===== config.mk =====
export PLATFORM = sky130hd
export DESIGN_NAME = fpmult_exception_module_flat
export DESIGN_NICKNAME = d
export VERILOG_FILES = /design/src/rtl/fpmult_exception_module_pkg.sv /design/src/rtl/fpmult_exception_module_if.sv /design/src/rtl/fpmult_exception_module.sv /design/src/flat_wrapper.sv
export SDC_FILE = /design/constraint.sdc
export NUM_CORES = 1
export LEC_CHECK = 0
export CORE_MARGIN = 5
export CORE_UTILIZATION = 39
export DETAILED_ROUTE_END_ITERATION = 10
export PLACE_DENSITY = 0.82
export SLEW_MARGIN = 5
export SYNTH_ARGS = -nofsm -noshare
export SYNTH_HDL_FRONTEND = slang
export SYNTH_SLANG_ARGS = --single-unit

===== constraint.sdc =====
create_clock -name clk -period 1.2 [get_ports clk]
set_input_delay 0.3 -clock clk [delete_from_list [all_inputs] [get_ports clk]]
set_output_delay 0.3 -clock clk [all_outputs]
set_load 0.02 [all_outputs]

===== src/rtl/fpmult_exception_module_pkg.sv =====
// Shared binary32 definitions for the floating-point multiplier stages.
package fpmult_exception_module_pkg;

    localparam int FP_MANT_W = 23;
    localparam int FP_EXP_W  = 8;
    localparam int FP_WORD_W = 32;

    localparam logic [FP_EXP_W-1:0] FP_EXP_MAX = 8'hFF;

    // Result category chosen by the exception stage.
    typedef enum logic [1:0] {
        CLS_NORMAL   = 2'd0,
        CLS_OVERFLOW = 2'd1,
        CLS_ZERO     = 2'd2
    } fpClass_t;

    // Assemble {sign, biased exponent, fraction} into one binary32 word.
    function automatic logic [FP_WORD_W-1:0] packFp(
        input logic                sgn,
        input logic [FP_EXP_W-1:0] exp,
        input logic [FP_MANT_W-1:0] mant
    );
        return {sgn, exp, mant};
    endfunction

endpackage


===== src/rtl/fpmult_exception_module_if.sv =====
// Operand/result bundle between the rounding stage and the exception stage.
// No handshake: the rounding stage presents a new operand set every cycle and
// the exception stage samples it on every rising edge unconditionally.
interface fpmult_exception_module_if;
    import fpmult_exception_module_pkg::*;

    logic [FP_MANT_W-1:0] RoundM;
    logic [FP_EXP_W:0]    RoundE;
    logic                 Sgn;
    logic [FP_WORD_W-1:0] P;

    // Upstream side: drives the rounded operand, observes the packed product.
    modport master (output RoundM, output RoundE, output Sgn, input P);
    // Exception stage side.
    modport slave  (input RoundM, input RoundE, input Sgn, output P);

endinterface


===== src/rtl/fpmult_exception_module.sv =====
// Exception stage: classifies the rounded exponent as overflow, zero or
// normal and registers the packed binary32 product.
module fpmult_exception_module
    import fpmult_exception_module_pkg::*;
(
    input  logic                       clk,
    input  logic                       rst_n,
    fpmult_exception_module_if.slave   bus
);

    fpClass_t             resClass;
    logic [FP_WORD_W-1:0] pNext;
    logic [FP_WORD_W-1:0] pReg;

    // Classify the current exponent and build the next product word.
    always_comb begin
        resClass = CLS_NORMAL;
        pNext    = packFp(bus.Sgn, bus.RoundE[FP_EXP_W-1:0], bus.RoundM);
        // Overflow wins over zero; the carry bit alone already means E >= 256.
        if (bus.RoundE[FP_EXP_W] || (bus.RoundE[FP_EXP_W-1:0] == FP_EXP_MAX)) begin
            resClass = CLS_OVERFLOW;
            pNext    = packFp(bus.Sgn, FP_EXP_MAX, '0);
        end else if (bus.RoundE == '0) begin
            // Denormals are flushed: the mantissa is dropped, sign kept.
            resClass = CLS_ZERO;
            pNext    = packFp(bus.Sgn, '0, '0);
        end
    end

    // Output register, cleared immediately on reset.
    always_ff @(posedge clk or negedge rst_n) begin
        if (!rst_n) begin
            pReg <= '0;
        end else begin
            pReg <= pNext;
        end
    end

    assign bus.P = pReg;

endmodule


===== src/flat_wrapper.sv =====
// flat-port wrapper written by rule: the top's interface ports become plain ports
module fpmult_exception_module_flat import fpmult_exception_module_pkg::*;
  (clk, rst_n, bus_RoundM, bus_RoundE, bus_Sgn, bus_P);
  fpmult_exception_module_if bus_i ();
  input  logic clk;
  input  logic rst_n;
  input wire logic [$bits(bus_i.RoundM)-1:0] bus_RoundM;
  input wire logic [$bits(bus_i.RoundE)-1:0] bus_RoundE;
  input wire logic [$bits(bus_i.Sgn)-1:0] bus_Sgn;
  output wire logic [$bits(bus_i.P)-1:0] bus_P;
  assign bus_i.RoundM = bus_RoundM;
  assign bus_i.RoundE = bus_RoundE;
  assign bus_i.Sgn = bus_Sgn;
  assign bus_P = bus_i.P;
  fpmult_exception_module u_core (.clk(clk), .rst_n(rst_n), .bus(bus_i));
endmodule

==> flow_summary.yaml, run 1 <==
outcome:
  status: "finished with violations"
  violations: "setup timing"
final_layout:
  fin_area_sq_um: 1920
  fin_nets: 192
  antenna-diode-count: 0
  area_growth_pct: 68.3
  fillers: 201
  largest_reg_flops: 32
  multi_input_area_sq_um: 324
  register_area_sq_um: 801
  drive_above_1_share: 0.459
place:
  pre_cts_ws_ns: -0.734
  post_dp_cell_area_sq_um: 1910
  io_buffer_count: 66
  gp_congestion: 0.790
  dp_hpwl_mm: 2.35
detailed_routing:
  drc: 0
  wl_met1_mm: 1.34
  wl_met2_mm: 1.91
  dr_total_vias: 947
  routed.top_layer: "met4"
  drt_iter0_drc: 27
  first_pass_iters: 4
  routed_wl_mm: 3.56
  ant_nets: 0
  wl_met3_um: 252
  via_per_inst: 5.04
  wire_per_inst_um: 18.9
worst_setup_path:
  crit_arrival_ns: 1.50
  crit_path_start_kind: "input port"
  critPathRequiredTime_ns: 1.41
  critPathKind: "in2reg"
  cp-end-kind: "register"
  crit_fanout: 6
timing:
  rsz0062_at_grt: "yes"
  worst_slew_pin_slew_ns: 0.351
  setup_violations: 17
  final.setup.tns_ns: -0.417
  final-hold-violation-count: 0
  clock.fmax_mhz: 770
  finalMaxSlewViolations: 0
  finalCritPeriodShare: 1.08
  max-slew-margin-rel: 0.763
  period_needed_ns: 1.30
  fin_ws_ns: -0.0983
floorplan:
  ios: 67
  die_w_um: 64.2
  core_sq_um: 2780
  dieHeight_um: 64.2
  initial_core_util: 0.411
  dieArea_sq_um: 4120
  num_rows: 19
synth:
  ys_seq_area_frac: 0.700
  syn_area_sq_um: 1140
  avgSynthCellArea_sq_um: 15.0
  ys_types: 10
  synth.ff_latch_count: 32
  ys_warn_count: 0
  syn_inst: 76
  syn-num-nets: 111
power:
  ir_worst_vdd_mv: 0.981
  power.leakage_nw: 0.893
  power_density_nw_per_um2: 1140
grt:
  grt_usage: 0.190
  grt_max_degree: 33
  grt_pass1_wl_mm: 5.75
  overflow: 0
  antenna_found_initial: 0
  grt_pass1_vias: 1066
hold_path:
  holdPathEnd: "u_core.bus.P[24]"
  hp-start: "bus_RoundE[1]"
  hold_depth: 2
  min_path_type: "in2reg"
cts:
  htreeDepth: 2
  clkTransAtPathRegs_ns: 0.09
  cts-buffers-inserted: 5
  clock_path_buffers: 2
  hold_buffers: 0
  cts_tree: "built"
  cts-root-buf: "clkbuf_4"
  cts.sinks: 32
flow_run:
  cap_violations: 0
## per-stage QoR
step           power (mW)   util  std cells  hold slack [ns]
2_1_floorplan        1.31      -         76          0.00441
3_3_place_gp         1.58  0.688        176            0.686
3_5_place_dp         1.60  0.688        176            0.689
4_1_cts              2.22  0.704        191            0.163
5_1_grt              2.31  0.692        188            0.164
6_report             2.20  0.692        188            0.187
## metal layers
metal	track usage	vias up
met4	0.0687	0
met5	0	-
li1	-	436
met1	0.218	468
met2	0.324	38
met3	0.0701	5
## final cells by class
cell class,instances,area share
Timing Repair Buffer,81,0.362
Multi-Input combinational cell,37,0.168
Sequential cell,32,0.416
Clock buffer,7,0.0338
Tap cell,31,0.0202
## Yosys cell counts
library cell	number	area share
nor3_4	1	0.014
nor4b_1	23	0.18
or3_1	1	0.0055
buf_6	2	0.020
dfrtp_1	32	0.70
or2_2	8	0.044
nor2_1	1	0.0033
clkbuf_1	5	0.016
nand4_1	2	0.011
or4_4	1	0.0098
## critical path, stage by stage
cell and delay (ns):
buf_6 0.09, or4_4 0.53, nor3_4 0.18, buf_6 0.14, buf_8 0.12, buf_12 0.10, nor4b_4 0.04
## worst max path at each step
stage / from / end / slack [ns] / cells past startpoint
global placement: bus_RoundE[4] / u_core.bus.P[17] / -0.67 / 5
finish: bus_RoundE[3] / u_core.bus.P[7] / -0.1 / 7
global route: bus_RoundE[3] / u_core.bus.P[7] / -0.12 / 7
floorplan: bus_RoundE[4] / u_core.bus.P[10] / -0.23 / 4
detailed placement: bus_RoundE[1] / u_core.bus.P[7] / -0.73 / 5
CTS: bus_RoundE[2] / u_core.bus.P[7] / -0.19 / 8
## cell families (layout without fill, tap and decap cells)
kind of cell           count (synthesis)  after routing  share of synthesized area
buffers and inverters                  7             88                     0.0361
flip-flops                            32             32                      0.700
AND/OR/NAND/NOR                       37             37                      0.264
## placed cells by master (no fill, tap or decap), drive strengths merged
cell           netlist  layout
buf                  2      51
nand4                2       2
clkdlybuf4s15        0       1
or2                  8       8
dfrtp               32      32
or3                  1       1
dlygate4sd2          0       2
clkbuf               5       9
nor3                 1       1
nor2                 1       1
nor4b               23      23
clkdlybuf4s50        0      25
or4                  1       1
## timing repair
item,CTS,global route
resized for setup,159,23
pin swaps,2,4
gates cloned,2,0
endpoints found under the setup margin,55,30
setup buffers,6,1
endpoints found under the hold margin,0,0
## report_power, final
group	total (mW)	internal (mW)	switching [mW]
logic	0.388	0.207	0.180
clock network	0.663	0.332	0.331
registers	1.15	1.13	0.0175
total	2.20	1.67	0.528
(Power assumes the default switching activity.)
==> run 2: changes to the inputs <==
CORE_UTILIZATION = 45   (was 39)
DONT_BUFFER_PORTS = 1   (was default)
PLACE_DENSITY = 0.59   (was 0.82)
==> flow_summary.yaml, run 2 (synthesized netlist as in run 1, its figures left out) <==
outcome:
  status: "complete, no violations"
detailed_routing:
  via_per_inst: 5.84
  ant_nets: 0
  first_pass_iters: 4
  drc: 0
  drt_iter0_drc: 33
  wire_per_inst_um: 21.7
  dr_total_vias: 660
  routed_wl_mm: 2.46
floorplan:
  ios: 67
  num_rows: 18
  initial_core_util: 0.466
  dieArea_sq_um: 3650
  die_w_um: 60.4
  core_sq_um: 2450
  dieHeight_um: 60.4
grt:
  grt_usage: 0.146
  grt_max_degree: 33
  antenna_found_initial: 0
  grt_pass1_vias: 718
  grt_pass1_wl_mm: 3.68
  overflow: 0
cts:
  post_cts_buffers: 0
  cts.sinks: 32
  cts_tree: "built"
  cts-buffers-inserted: 5
  clock_path_buffers: 2
  cts-root-buf: "clkbuf_4"
  clkTransAtPathRegs_ns: 0.09
  htreeDepth: 2
flow_run:
  cap_violations: 0
timing:
  period_needed_ns: 1.10
  finalCritPeriodShare: 0.916
  rsz0062_at_grt: "no"
  max-slew-margin-rel: 0.776
  final-hold-violation-count: 0
  hold_slack_ns: 0.0292
  clock.fmax_mhz: 910
  setup_violations: 0
  final.setup.tns_ns: 0
  worst_slew_pin_slew_ns: 0.332
  finalMaxSlewViolations: 0
worst_setup_path:
  max_stage_delay_ns: 0.53
  crit_path_start_kind: "input port"
  startpoint: "bus_RoundE[4]"
  critPathRequiredTime_ns: 1.41
  crit_fanout: 23
  cpMaxStageDelayCell: "or4_4"
  path_cells: "or4_4 -> nor3_4 -> buf_12 -> nor4b_1"
  crit_family: "simple AND/OR/NAND/NOR gates"
  cp-end-kind: "register"
  cp_num_buf_inv: 1
  critPathKind: "in2reg"
  crit_arrival_ns: 1.31
final_layout:
  layout_commonest_cell: "dfrtp_1"
  antenna-diode-count: 0
  drive_above_1_share: 0.241
  fillers: 213
  fin_nets: 118
  layout_common_cells: "dfrtp_1 (32), nor4b_1 (23), or2_2 (8), clkbuf_4 (5), dlygate4sd3_1 (3)"
  fin_area_sq_um: 1270
  largest_reg_flops: 32
  area_growth_pct: 11.2
power:
  power_density_nw_per_um2: 1470
  power.leakage_nw: 0.530
  totalPowerFinal_mw: 1.87
  ir_worst_vdd_mv: 1.01
place:
  io_buffer_count: 0
  post_dp_cell_area_sq_um: 1170
  dp_hpwl_mm: 1.62
  gp_congestion: 0.769
hold_path:
  hp-start: "bus_RoundE[8]"
  min_path_type: "in2reg"
## run 2: per-stage QoR
| stage | std cells | utilization | setup slack (ns) |
|---|---|---|---|
| 2_1_floorplan | 76 | - | -0.231 |
| 3_3_place_gp | 102 | 0.479 | -0.211 |
| 3_5_place_dp | 102 | 0.479 | -0.224 |
| 4_1_cts | 112 | 0.514 | 0.0862 |
| 5_1_grt | 113 | 0.518 | 0.0538 |
| 6_report | 113 | 0.518 | 0.101 |
## run 2: final timing paths
path,depth (start not counted),slack [ns],to
max in group asynchronous,2,0.62,u_core.bus.P[0]
hold / removal,1,0.03,u_core.bus.P[17]
setup / recovery,4,0.10,u_core.bus.P[11]
min in group asynchronous,2,0.41,u_core.bus.P[21]
## run 2: layout make-up
class                           count  area [sq um]  area share
Clock buffer                        6          41.3      0.0325
Sequential cell                    32           801       0.630
Clock inverter                      1          5.00     0.00394
Multi-Input combinational cell     37           302       0.237
Timing Repair Buffer                7          85.1      0.0669
Tap cell                           30          37.5      0.0295
## run 2: where the power goes
part | internal [mW] | switching, mW
clock network | 0.215 | 0.333
registers | 1.13 | 0.0959
logic | 0.0532 | 0.0393
## run 2: timing repair
item	in CTS	in global routing
gates resized for setup	0	0
hold buffers	3	1
endpoints found under the hold margin	33	1
## run 2: metal layers
metal  track usage  routed length, um  vias to the layer above
met4        0.0557                 38                        0
met1         0.137                853                      323
met2         0.224               1150                       41
met5             0                  0                        -
li1              -                  -                      291
met3         0.136                411                        5
==> run 3: changes to the inputs <==
REMOVE_ABC_BUFFERS = 1   (was default)
==> flow_summary.yaml, run 3 (synthesized netlist as in run 1, its figures left out) <==
power:
  clock_power_share: 0.322
  power_frac_comb: 0.048
  ir_worst_vdd_mv: 0.998
  power.leakage_nw: 0.535
  internal_power_mw: 1.47
  switching_share: 0.244
  switching_power_mw: 0.475
  p_seq_frac: 0.630
  power_density_nw_per_um2: 1520
grt:
  overflow: 0
  grt_max_degree: 33
  grt_pass1_vias: 722
  antenna_found_initial: 0
  grt_usage: 0.140
  grt_pass1_wl_mm: 3.57
detailed_routing:
  first_pass_iters: 4
  dr_total_vias: 686
  via_per_inst: 6.02
  routed_wl_mm: 2.40
  ant_nets: 0
  drc: 0
  wire_per_inst_um: 21.1
  drt_iter0_drc: 12
timing:
  clock.fmax_mhz: 913
  finalMaxSlewViolations: 0
  final.setup.tns_ns: 0
  finalCritPeriodShare: 0.913
  final-hold-violation-count: 0
  period_needed_ns: 1.10
  max-slew-margin-rel: 0.810
  fin_ws_ns: 0.105
  worst_slew_pin_slew_ns: 0.282
  setup_violations: 0
  rsz0062_at_grt: "no"
final_layout:
  drive_above_1_share: 0.238
  area_growth_pct: 12.3
  largest_reg_flops: 32
  layout_common_cells: "dfrtp_1 (32), nor4b_1 (23), or2_2 (8), clkbuf_4 (5), dlygate4sd3_1 (3)"
  final_cells: 114
  layout_commonest_cell: "dfrtp_1"
  fin_nets: 118
  antenna-diode-count: 0
floorplan:
  core_sq_um: 2450
  ios: 67
  die_w_um: 60.4
  initial_core_util: 0.466
  num_rows: 18
  dieArea_sq_um: 3650
  dieHeight_um: 60.4
worst_setup_path:
  startpoint: "u_core.bus.P[23]"
  crit_path_end: "bus_P[23]"
  crit_fanout: 1
  cp-end-kind: "output pin"
  crit_path_start_kind: "register"
  critPathKind: "reg2out"
  critPathRequiredTime_ns: 0.90
  crit_arrival_ns: 0.80
  path_depth: 0
cts:
  clkTransAtPathRegs_ns: 0.09
  clock_path_buffers: 2
  cts.sinks: 32
  cts_resized: 0
  htreeDepth: 2
  cts-root-buf: "clkbuf_4"
  cts-buffers-inserted: 5
  cts_tree: "built"
place:
  io_buffer_count: 0
  dp_cells: 102
  gp_congestion: 0.774
  pre_cts_ws_ns: -0.232
  dp_hpwl_mm: 1.62
flow_run:
  cap_violations: 0
outcome:
  status: "complete, no violations"
hold_path:
  min_path_type: "in2reg"
run 3: final cells by class:
class	count	area (sq um)
Fill cell	219	1170
Tap cell	30	37.5
Timing Repair Buffer	7	85.1
Multi-Input combinational cell	37	302
Clock buffer	8	58.8
Sequential cell	32	801
run 3: how the worst min path moves through the flow:
stage,from,to,cells past startpoint,slack (ns)
2_1_floorplan,rst_n,u_core.bus.P[0],0,0.004
3_3_place_gp,rst_n,u_core.bus.P[10],0,0.005
3_5_place_dp,rst_n,u_core.bus.P[9],0,0.005
4_1_cts,bus_RoundE[8],u_core.bus.P[6],1,0.02
5_1_grt,bus_RoundE[8],u_core.bus.P[22],1,0.0002
6_report,bus_RoundE[8],u_core.bus.P[6],1,0.03
run 3: power groups by stage:
stage / clock network (mW) / logic [mW] / registers, mW
2_1_floorplan: 0 / 0.0518 / 1.24
3_3_place_gp: 0 / 0.0556 / 1.25
3_5_place_dp: 0 / 0.0577 / 1.25
5_1_grt: 0.706 / 0.105 / 1.24
4_1_cts: 0.645 / 0.0918 / 1.23
6_report: 0.627 / 0.0944 / 1.23
run 3: what timing repair did:
item	in CTS	in global routing
setup buffers	0	0
setup endpoints to repair	0	0
hold buffers	3	1
hold endpoints to repair	33	5
run 3: per-stage QoR:
step / hold WS [ns] / instance area [sq um] / util / total power [mW]
2_1_floorplan: 0.00441 / 1100 / - / 1.29
3_3_place_gp: 0.00512 / 1170 / 0.479 / 1.31
3_5_place_dp: 0.00522 / 1170 / 0.479 / 1.31
4_1_cts: 0.0153 / 1270 / 0.519 / 1.97
5_1_grt: 0.000153 / 1280 / 0.523 / 2.05
6_report: 0.0343 / 1280 / 0.523 / 1.95
run 3: layer usage:
layer / global-route usage / vias up / part of all wire
met1: 0.135 / 340 / 0.32
met2: 0.213 / 48 / 0.48
met3: 0.119 / 7 / 0.18
met5: 0 / - / 0
li1: - / 291 / -
met4: 0.0650 / 0 / 0.019
